--- config.mk ---
export PLATFORM = sky130hd
export DESIGN_NAME = toeplitz_stream
export DESIGN_NICKNAME = d
export VERILOG_FILES = /design/src/rtl/toeplitz_pkg.sv /design/src/rtl/toeplitz_coef_buf.sv /design/src/rtl/toeplitz_stream.sv
export SDC_FILE = /design/constraint.sdc
export NUM_CORES = 1
export LEC_CHECK = 0
export ABC_AREA = 0
export BUFFER_PORTS_ARGS = -buffer_cell sky130_fd_sc_hd__buf_2
export CAP_MARGIN = 30
export CORE_MARGIN = 2
export CORE_UTILIZATION = 61
export CTS_BUF_LIST = sky130_fd_sc_hd__clkbuf_4 sky130_fd_sc_hd__clkbuf_8
export DETAILED_ROUTE_END_ITERATION = 12
export PLACE_DENSITY = 0.8
export SLEW_MARGIN = 30
export SYNTH_ARGS = -nofsm -noshare
export SYNTH_HDL_FRONTEND = slang
export SYNTH_SLANG_ARGS = --single-unit
export TNS_END_PERCENT = 30
--- constraint.sdc ---
create_clock -name clk -period 8 [get_ports clk]
set_clock_uncertainty 0.2 [all_clocks]
set_input_delay 1.6 -clock clk [delete_from_list [all_inputs] [get_ports clk]]
set_output_delay 1.6 -clock clk [all_outputs]
set_load 0.02 [all_outputs]
--- src/rtl/toeplitz_pkg.sv ---
// Shared types and helpers for the streaming Toeplitz matrix builder.
package toeplitz_pkg;

  localparam int DEF_DW = 16;
  localparam int DEF_AW = 8;

  typedef enum logic [2:0] {
    IDLE,
    LOAD,
    DRAIN,
    STREAM,
    DONE
  } state_t;

  // Coefficient index feeding element (i,j): i-j+n-1 in general mode,
  // |i-j| in symmetric mode.
  function automatic int unsigned coef_idx(input int unsigned i,
                                           input int unsigned j,
                                           input int unsigned n,
                                           input logic        sym);
    if (sym) begin
      return (i >= j) ? (i - j) : (j - i);
    end
    return i + n - 1 - j;
  endfunction

endpackage

--- src/rtl/toeplitz_coef_buf.sv ---
// Local coefficient store: K x DW register file, one synchronous write port
// from the load path, one combinational read port for the stream path.
// Contents are deliberately not reset.
module toeplitz_coef_buf #(
  parameter int DW = 16,
  parameter int K  = 15,
  parameter int IW = 4
) (
  input  logic          clk,
  input  logic          we,
  input  logic [IW-1:0] waddr,
  input  logic [DW-1:0] wdata,
  input  logic [IW-1:0] raddr,
  output logic [DW-1:0] rdata
);

  logic [DW-1:0] mem_q [K];

  // Capture load-path data into the addressed slot.
  always_ff @(posedge clk) begin
    if (we && (int'(waddr) < K)) begin
      mem_q[waddr] <= wdata;
    end
  end

  // Combinational read for the stream counters.
  always_comb begin
    rdata = '0;
    if (int'(raddr) < K) begin
      rdata = mem_q[raddr];
    end
  end

endmodule

--- src/rtl/toeplitz_stream.sv ---
// Fetches 2N-1 (or N in symmetric mode) coefficients from a synchronous-read
// memory, then streams the N x N Toeplitz matrix row-major over valid/ready.
// Optional symmetric mode (extra `sym` input) is enabled by defining
// TOEPLITZ_SYMMETRIC_EN.
module toeplitz_stream
  import toeplitz_pkg::*;
#(
  parameter int DW = DEF_DW,
  parameter int AW = DEF_AW,
  parameter int N  = 8,
  localparam int CW = $clog2(N)
) (
  input  logic          clk,
  input  logic          rst_n,
  input  logic          start,
  input  logic [AW-1:0] base_addr,
`ifdef TOEPLITZ_SYMMETRIC_EN
  input  logic          sym,
`endif
  output logic          rd,
  output logic [AW-1:0] addr,
  input  logic [DW-1:0] data,
  output logic [DW-1:0] m_data,
  output logic          m_valid,
  input  logic          m_ready,
  output logic [CW-1:0] m_row,
  output logic [CW-1:0] m_col,
  output logic          m_last,
  output logic          busy,
  output logic          done
);

  localparam int KMAX = 2 * N - 1;
  localparam int KW   = $clog2(KMAX);

  state_t        state_q, state_d;
  logic [AW-1:0] base_q;
  logic          sym_q;
  logic [KW-1:0] k_q;
  logic          rd_q;
  logic [AW-1:0] addr_q;
  logic          wr_en_q;
  logic [KW-1:0] wr_idx_q;
  logic [CW-1:0] row_q, col_q;
  logic [DW-1:0] m_data_q;
  logic          m_valid_q;
  logic          m_last_q;
  logic          done_q;

  logic          sym_in;
  logic [KW-1:0] k_last;
  logic          accept;
  logic          at_end;
  logic [CW-1:0] ni, nj;
  logic [KW-1:0] raddr;
  logic [DW-1:0] rdata;

`ifdef TOEPLITZ_SYMMETRIC_EN
  assign sym_in = sym;
`else
  assign sym_in = 1'b0;
`endif

  assign k_last = sym_q ? KW'(N - 1) : KW'(KMAX - 1);
  assign accept = m_valid_q && m_ready;
  assign at_end = (row_q == CW'(N - 1)) && (col_q == CW'(N - 1));

  // Coordinates of the element to present next; DRAIN primes (0,0).
  always_comb begin
    ni = row_q;
    nj = col_q;
    if (state_q == DRAIN) begin
      ni = '0;
      nj = '0;
    end else if (col_q == CW'(N - 1)) begin
      ni = row_q + CW'(1);
      nj = '0;
    end else begin
      nj = col_q + CW'(1);
    end
  end

  assign raddr = KW'(coef_idx(32'(ni), 32'(nj), 32'(N), sym_q));

  toeplitz_coef_buf #(
    .DW (DW),
    .K  (KMAX),
    .IW (KW)
  ) u_coef_buf (
    .clk   (clk),
    .we    (wr_en_q),
    .waddr (wr_idx_q),
    .wdata (data),
    .raddr (raddr),
    .rdata (rdata)
  );

  // Next-state selection.
  always_comb begin
    state_d = state_q;
    unique case (state_q)
      IDLE:    if (start) state_d = LOAD;
      LOAD:    if (k_q == k_last) state_d = DRAIN;
      DRAIN:   state_d = STREAM;
      STREAM:  if (accept && at_end) state_d = DONE;
      DONE:    state_d = IDLE;
      default: state_d = IDLE;
    endcase
  end

  // State register plus registered read port and stream outputs.
  // Memory data trails rd by one cycle, so writes follow a delayed copy of
  // rd with their own index; the final word lands on the DRAIN edge.
  always_ff @(posedge clk) begin
    if (!rst_n) begin
      state_q   <= IDLE;
      base_q    <= '0;
      sym_q     <= 1'b0;
      k_q       <= '0;
      rd_q      <= 1'b0;
      addr_q    <= '0;
      wr_en_q   <= 1'b0;
      wr_idx_q  <= '0;
      row_q     <= '0;
      col_q     <= '0;
      m_data_q  <= '0;
      m_valid_q <= 1'b0;
      m_last_q  <= 1'b0;
      done_q    <= 1'b0;
    end else begin
      state_q <= state_d;
      done_q  <= 1'b0;
      wr_en_q <= rd_q;
      if (wr_en_q) begin
        wr_idx_q <= wr_idx_q + KW'(1);
      end
      unique case (state_q)
        IDLE: begin
          if (start) begin
            base_q   <= base_addr;
            sym_q    <= sym_in;
            k_q      <= '0;
            rd_q     <= 1'b1;
            addr_q   <= base_addr;
            wr_idx_q <= '0;
          end
        end
        LOAD: begin
          if (k_q == k_last) begin
            rd_q <= 1'b0;
          end else begin
            k_q    <= k_q + KW'(1);
            addr_q <= base_q + AW'(k_q) + AW'(1);
          end
        end
        DRAIN: begin
          m_valid_q <= 1'b1;
          row_q     <= '0;
          col_q     <= '0;
          m_data_q  <= rdata;
          m_last_q  <= 1'b0;
        end
        STREAM: begin
          if (accept) begin
            if (at_end) begin
              m_valid_q <= 1'b0;
              m_last_q  <= 1'b0;
              row_q     <= '0;
              col_q     <= '0;
              done_q    <= 1'b1;
            end else begin
              row_q    <= ni;
              col_q    <= nj;
              m_data_q <= rdata;
              m_last_q <= (ni == CW'(N - 1)) && (nj == CW'(N - 1));
            end
          end
        end
        DONE: begin
        end
        default: begin
        end
      endcase
    end
  end

  assign rd      = rd_q;
  assign addr    = addr_q;
  assign m_data  = m_data_q;
  assign m_valid = m_valid_q;
  assign m_row   = row_q;
  assign m_col   = col_q;
  assign m_last  = m_last_q;
  assign busy    = (state_q != IDLE);
  assign done    = done_q;

endmodule
Word level (Yosys, flattened, before mapping)
Memory sizes are Yosys's and may differ from the RTL's. Index checks and enable logic that the tools add are counted.

Logic and storage cells: 96. Register bits after elaboration: 54. Input bits: 28. Output and inout port bits: 35. Bits in writable memories: 240. Memories: 1.

Equal/unequal tests: 15. Magnitude comparators: 2. $add $sub $neg: 9. Muxes and demuxes: 39. Reduce and logical (&&, ||, !) cells: 17.

Memory list: u_coef_buf.mem_q (depth 15, width 16, rd ports 1, clocked after Yosys merged registers in 0, write ports 1, line toeplitz_coef_buf.sv:17) `logic [DW-1:0] mem_q [K];`.

Operators by type and width (number): 2-to-1 mux 16 bit (3); 2-to-1 mux 3 bit (11); one-hot mux 16 bit (2 select lines) (1); 2-to-1 mux 4 bit (5); AND reduction 3 bit (6); 2-to-1 mux 8 bit (2); one-hot mux 8 bit (2 select lines) (1); != test 2 bit, second input constant (7); equality test 3 bit, second input constant (4); one-hot mux 3 bit (2 select lines) (2); one-hot mux 3 bit (4 select lines) (1); 2-to-1 mux 1 bit (9); adder 4 x 1 -> 4 bit, second input constant (2); adder 8 x 1 -> 8 bit, second input constant (1); adder 8 x 4 -> 8 bit (1); less-than comparator 4 bit, second input constant (2); one-hot mux 4 bit (2 select lines) (1); adder 3 x 1 -> 3 bit, second input constant (2); equality test 3 x 2 -> 1 bit, second input constant (2); one-hot mux 1 bit (2 select lines) (3); logical AND 1 bit (5); adder 3 x 4 -> 4 bit, second input constant (1); equality test 4 bit, second input constant (1); AND reduction 2 bit (2); 6 further kinds (7).

Logic depth before layout (Yosys ltp)
Depth after elaboration: 11. Depth in mapped cells: 14. Depth with buffers taken out: 11.

Cells and area by module
A second synthesis with hierarchy kept.

Cells, all modules: 772. Area, all modules: 12042.8 µm².

By module, submodules not included: toeplitz_coef_buf (instances 1, cells each 475, area an instance 9359.0 µm²); toeplitz_stream (instances 1, cells each 297, area an instance 2683.8 µm²).

Least setup slack after synthesis
No wires, ideal clock.

Path kind: reg2reg. Start point: reg col_q[0] (netlist: m_col[0]). End point: reg m_data_q[14] (netlist: m_data[14]). Setup slack: 4331 ps. Clock period less this slack: 3669 ps. Data arrival time: 3352 ps. Buffers on the path: 3. Stages on the path, launching flop included: 14. Cell sequence: dfxtp_1 ha_1 ha_1 clkbuf_1 xnor2_1 nor2_1 ha_1 inv_1 fa_1 buf_6 dlymetal6s2s_1 mux4_1 mux4_2 a22o_1.

Word-level cells in the longest chain between the ends: 11.

RTL lines: from (decl) (line toeplitz_stream.sv:44) `logic [CW-1:0] row_q, col_q;`; from (signal assigned) (line toeplitz_stream.sv:173) `col_q <= nj;`; equality test 3 bit (line toeplitz_stream.sv:66, toeplitz_stream.sv:75); 2-to-1 mux 3 bit (line toeplitz_stream.sv:75) `end else if (col_q == CW'(N - 1)) begin`; 2-to-1 mux 3 bit (line toeplitz_stream.sv:72) `if (state_q == DRAIN) begin`; adder 3 x 4 -> 4 bit (line toeplitz_pkg.sv:24) `return i + n - 1 - j;`; subtractor 4 x 1 -> 4 bit (line toeplitz_pkg.sv:24); subtractor 4 bit (line toeplitz_pkg.sv:24); memory (15 x 16 bit) / less-than comparator 4 bit (equally long branches); 2-to-1 mux 16 bit (line toeplitz_coef_buf.sv:29) `if (int'(raddr) < K) begin`; 2-to-1 mux 16 bit (line toeplitz_stream.sv:165) `if (at_end) begin`; 2-to-1 mux 16 bit (line toeplitz_stream.sv:164) `if (accept) begin`; one-hot mux 16 bit (2 select lines) (line toeplitz_stream.sv:137) `unique case (state_q)`; to (signal assigned) (line toeplitz_stream.sv:160) `m_data_q <= rdata;`; to (signal assigned) (line toeplitz_stream.sv:174) `m_data_q <= rdata;`; to (decl) (line toeplitz_stream.sv:45) `logic [DW-1:0] m_data_q;`.

Parallel ways exist; a longest one is shown, timed or not. The select of a mux whose other input is x is not followed. A chain may end at the register's enable or synchronous reset.

Worst setup path in the final report
Start point: reg col_q[0] (netlist: m_col[0]). End point: reg m_data_q[6] (netlist: m_data[6]).

The elaborated chain is that of the path after synthesis.

==> results by stage <==
Status:
- The run finished with clean final reports.

Critical path:
- The maximum fanout count along the critical path is 51.
- Traced cell by cell, the critical path runs through ha_1, ha_1, xnor2_1, nor2_1, ha_4, inv_1, fa_2, buf_4, or4b_1, and3_1, a22o_1.
- The worst setup path is launched from a register.
- The setup slack of the most critical reg-to-reg path is 3370 ps.
- The startpoint of the worst-slack reg-to-reg timing path is m_col[0]$_SDFFE_PN0P_.
- In this run the critical register-to-register path is captured at m_data[6]$_SDFFE_PN0P_.
- The slowest cell on the critical path is sky130_fd_sc_hd__fa_2.
- The required time of the critical path is between 8000 and 9000 ps.
- The cell that appears most often on the critical path is sky130_fd_sc_hd__ha_1.
- The worst-case reg-to-reg path depth is 11.
- The type of element capturing the critical path is a register.
- The worst setup path is of the register to register kind.
- The arrival time reported for the critical path endpoint is 4920 ps.
- The delay of the slowest cell on the worst path is 1040 ps.

Drt:
- In this run the remaining antenna-violating nets after routing total 0.
- The iteration count of the initial detailed-routing pass is 5.
- The average detailed-routed wire length per instance is 22.28 um.
- The detailed router finished its first iteration with 515 violations.
- The total via count after detailed routing is about 6,400.
- The count of unresolved DRC violations after routing is 0.
- The final routed wirelength across all metal layers is ~24,000 um.
- Using the TritonRoute via totals, the vias-per-cell ratio works out to 5.999.

Synth:
- The synthesized area is 0.01198 sq mm.
- The Yosys warning count is 0.
- Of all cell types, the one taking the most synthesized area is sky130_fd_sc_hd__edfxtp_1.
- The synthesized area per cell is around 17 sq um.
- The fraction of the yosys area taken by sequential cells is 69.19%.
- The distinct cell type count of the synthesized netlist is 56.
- The number of flip-flops and latches in the synthesized netlist is 294.
- The commonest cells after synthesis are sky130_fd_sc_hd__edfxtp_1 (240), sky130_fd_sc_hd__dfxtp_1 (54), sky130_fd_sc_hd__mux4_2 (52), sky130_fd_sc_hd__nand2_1 (35), sky130_fd_sc_hd__nor2_1 (33).
- By area the synthesized netlist is led by sky130_fd_sc_hd__edfxtp_1 (60%), sky130_fd_sc_hd__mux4_2 (9.8%), sky130_fd_sc_hd__dfxtp_1 (9.0%).
- The count of mapped cells out of synthesis is between 600 and 700.
- The synthesized design devotes to its leading area cell type between 60% and 70% of total area.
- When the netlist entered floorplanning its net count stood at 734.
- In the synthesized netlist the dominant register cell turns out to be sky130_fd_sc_hd__edfxtp_1.
- The leading cell type by number of instances after synthesis is sky130_fd_sc_hd__edfxtp_1.
- Counting flops with an async set or reset pin after synthesis yields a share of 0%.
- In this run, synthesis inferred 240 flip-flops with an integrated enable.

Power and ir drop:
- IR analysis of the VDD net gives a maximum drop of 0.1248 mV.
- Dividing total power by cell area gives a power density of 245.3 mW/mm^2.
- The static leakage power is 4.570 nW.

Final layout:
- The net total in the final layout is 815.
- In the final layout, flip-flops and latches occupy 0.008288 sq mm.
- The number of inserted diodes is 0.
- The fraction of layout instances using a drive strength above 1 is 28.77%.
- After filler insertion, the fill cell instance count of the layout stands at 1,214.
- The footprint of the multi-input gates is 0.003426 sq mm.
- From synthesis to final layout, the design area changed by 12.09%.
- The count of cells in the finished layout, fillers not included, comes to 1,068.

STA:
- The final number of max-transition violations is 0.
- After routing, the total negative slack on setup checks comes to 0 ps.
- Derived from the worst setup path, the maximum achievable clock frequency is roughly 0.22 GHz.
- The total count of hold-check failures in the final report came to 0.
- In the finished design, the share of the clock period the worst path needs comes to 57.89%.
- The post-route minimum period is 4631 ps.
- At the pin with the least slew margin, the transition time is between 900 and 1000 ps.
- Setup repair after global routing left no endpoint under its margin.
- The post-route worst setup slack is 3369 ps.
- The count of final setup violators is 0.
- In this run the tightest slew margin relative to its limit is 38.21%.

Clock network:
- At the later pin of the worst-skew pair, clock insertion delay measures between 500 and 600 ps.
- The clock transition at the registers of the reported paths is 60 ps.
- Once the clock tree was built, the resizer swapped 0 gates to a different size.
- Once the clock tree was built, the setup fixing pass inserted 0 buffers.
- The number of buffers created by CTS is 44.
- The cell at the root of the clock tree is sky130_fd_sc_hd__clkbuf_8.
- The clock tree from TritonCTS is yes.
- The count of clock tree sinks is between 200 and 300.
- The number of hold buffers added after CTS is 0.
- The clock passes through at most 3 buffers.
- The H-tree generated during clock tree synthesis spans 2 levels.

Floorplan:
- The floorplan step defined a die boundary enclosing roughly 0.021 sq mm.
- The floorplan has 51 rows.
- The total I/O pin count is 63.
- The die extent in x is 144.1 um.
- The core area is 0.01933 sq mm.
- For this configuration, the core starts out at a cell density of 61.95%.
- The die height is 144.1 um.

Global routing:
- The leftover overflow at the end of global routing is 0.
- The aggregate global-route resource usage is 23.94%.
- The global-route wire length before repair is 36,760 um.
- Entering global routing, the biggest net connects 59 pins.
- The via count of the first global-routing pass is 6,630.
- The number of antenna violations at the first check in global routing was 0.

Placed design:
- Timing analysis after detailed placement gives a worst setup slack of 3367 ps.
- The detailed placement HPWL is 13,430 um.
- Once placement completed, the tool counted placed cells totaling around 990.
- The placer congestion estimate is 0.8607.
- The number of buffers inserted by port buffering is a little over 60.

Worst hold path:
- The worst hold-check path type is register to register.
- In this run the most critical hold path is launched from addr[7]$_SDFFE_PN0P_.
- The path with the worst hold slack has its endpoint at addr[7]$_SDFFE_PN0P_.
- The hold-critical path depth is 2.

Job:
- Max-cap violations in this run came to 0.
-- worst max path at each step --
| stage | from | end | slack [ps] | depth (start not counted) |
|---|---|---|---|---|
| after CTS | m_col[0]$_SDFFE_PN0P_ | m_data[14]$_SDFFE_PN0P_ | 3350 | 11 |
| after floorplan | m_col[0]$_SDFFE_PN0P_ | m_data[14]$_SDFFE_PN0P_ | 4330 | 13 |
| after global placement | m_col[0]$_SDFFE_PN0P_ | m_data[14]$_SDFFE_PN0P_ | 3510 | 11 |
| after global routing | m_col[0]$_SDFFE_PN0P_ | m_data[14]$_SDFFE_PN0P_ | 3100 | 11 |
| after detailed placement | m_col[0]$_SDFFE_PN0P_ | m_data[14]$_SDFFE_PN0P_ | 3370 | 11 |
| final | m_col[0]$_SDFFE_PN0P_ | m_data[6]$_SDFFE_PN0P_ | 3370 | 11 |
-- kinds of logic after synthesis --
family / Yosys count / share of synthesized area (%)
AO/OA/AOI/OAI: 89 / 5.108
AND/OR/NAND/NOR: 141 / 6.038
adder cells (fa/ha/maj): 20 / 2.215
XOR/XNOR: 10 / 0.7939
flip-flops: 294 / 69.19
buffers and inverters: 50 / 2.737
multiplexers: 82 / 13.91
-- power by group --
group / switching (mW) / leakage (nW) / total (mW) / internal [mW]
Sequential: 0.0275 / 2.60 / 1.72 / 1.69
Clock: 0.565 / 0.507 / 1.26 / 0.696
Combinational: 0.181 / 1.46 / 0.318 / 0.137
-- state kept, by name, indices dropped and copies added (netlist names) --
| name | cells |
|---|---|
| rd | 1 |
| m_data | 16 |
| done | 1 |
| addr | 8 |
| m_col | 3 |
| m_row | 3 |
| wr_idx_q | 4 |
| k_q | 4 |
| u_coef_buf.mem_q | 240 |
| m_valid | 1 |
| base_q | 8 |
| wr_en_q | 1 |
| m_last | 1 |
| state_q | 3 |
-- layout make-up --
class	instances	area share, %
clock buffer	72	6.496
clock inverter	10	0.4660
multi-input combinational	342	25.52
sequential	294	61.73
tap	265	2.470
inverter	12	0.3355
timing repair buffer	73	2.982
-- cell usage in the layout (no fill, tap or decap), types with 8 or more instances in the layout --
master                     count
sky130_fd_sc_hd__nor2b_1      10
sky130_fd_sc_hd__clkbuf_8     53
sky130_fd_sc_hd__buf_2        62
sky130_fd_sc_hd__ha_1         17
sky130_fd_sc_hd__a21boi_0     17
sky130_fd_sc_hd__a21oi_1      26
sky130_fd_sc_hd__mux4_1       12
sky130_fd_sc_hd__mux2i_1      18
sky130_fd_sc_hd__nor2_1       33
sky130_fd_sc_hd__a22o_1       16
sky130_fd_sc_hd__inv_1        12
sky130_fd_sc_hd__mux4_2       52
sky130_fd_sc_hd__clkbuf_4     19
sky130_fd_sc_hd__nand3_1      17
sky130_fd_sc_hd__edfxtp_1    240
sky130_fd_sc_hd__nand2_1      35
sky130_fd_sc_hd__dfxtp_1      54
sky130_fd_sc_hd__buf_4         9
sky130_fd_sc_hd__o21ai_0       8
-- metal layers --
metal	GRT usage, %	share of wire [%]	routed length (um)
met5	0	0	0
met4	7.792	2.3	552
met3	4.536	6.0	1427
met2	40.35	50	11960
met1	31.97	41	9854
-- metrics by stage --
step                      hold WS (ps)  power (mW)  util (%)  area (sq um)
after CTS                        273.2       3.309     69.35         13410
after global routing             299.1       3.398     69.44         13430
after global placement           250.4       2.050     64.40         12450
final                            270.4       3.294     69.44         13430
after detailed placement         260.1       2.064     64.51         12470
after floorplan                  243.5       1.984         -         11980
-- critical path, delay by kind of cell, from the launching register on --
kind | cells | cell delay [ps]
fa+ha+maj | 4 | 1740
xor+xnor | 1 | 150
flops | 1 | 340
buf+inv | 2 | 680
simple gates | 3 | 1160
compound gates | 1 | 240
(Power assumes the default switching activity.)
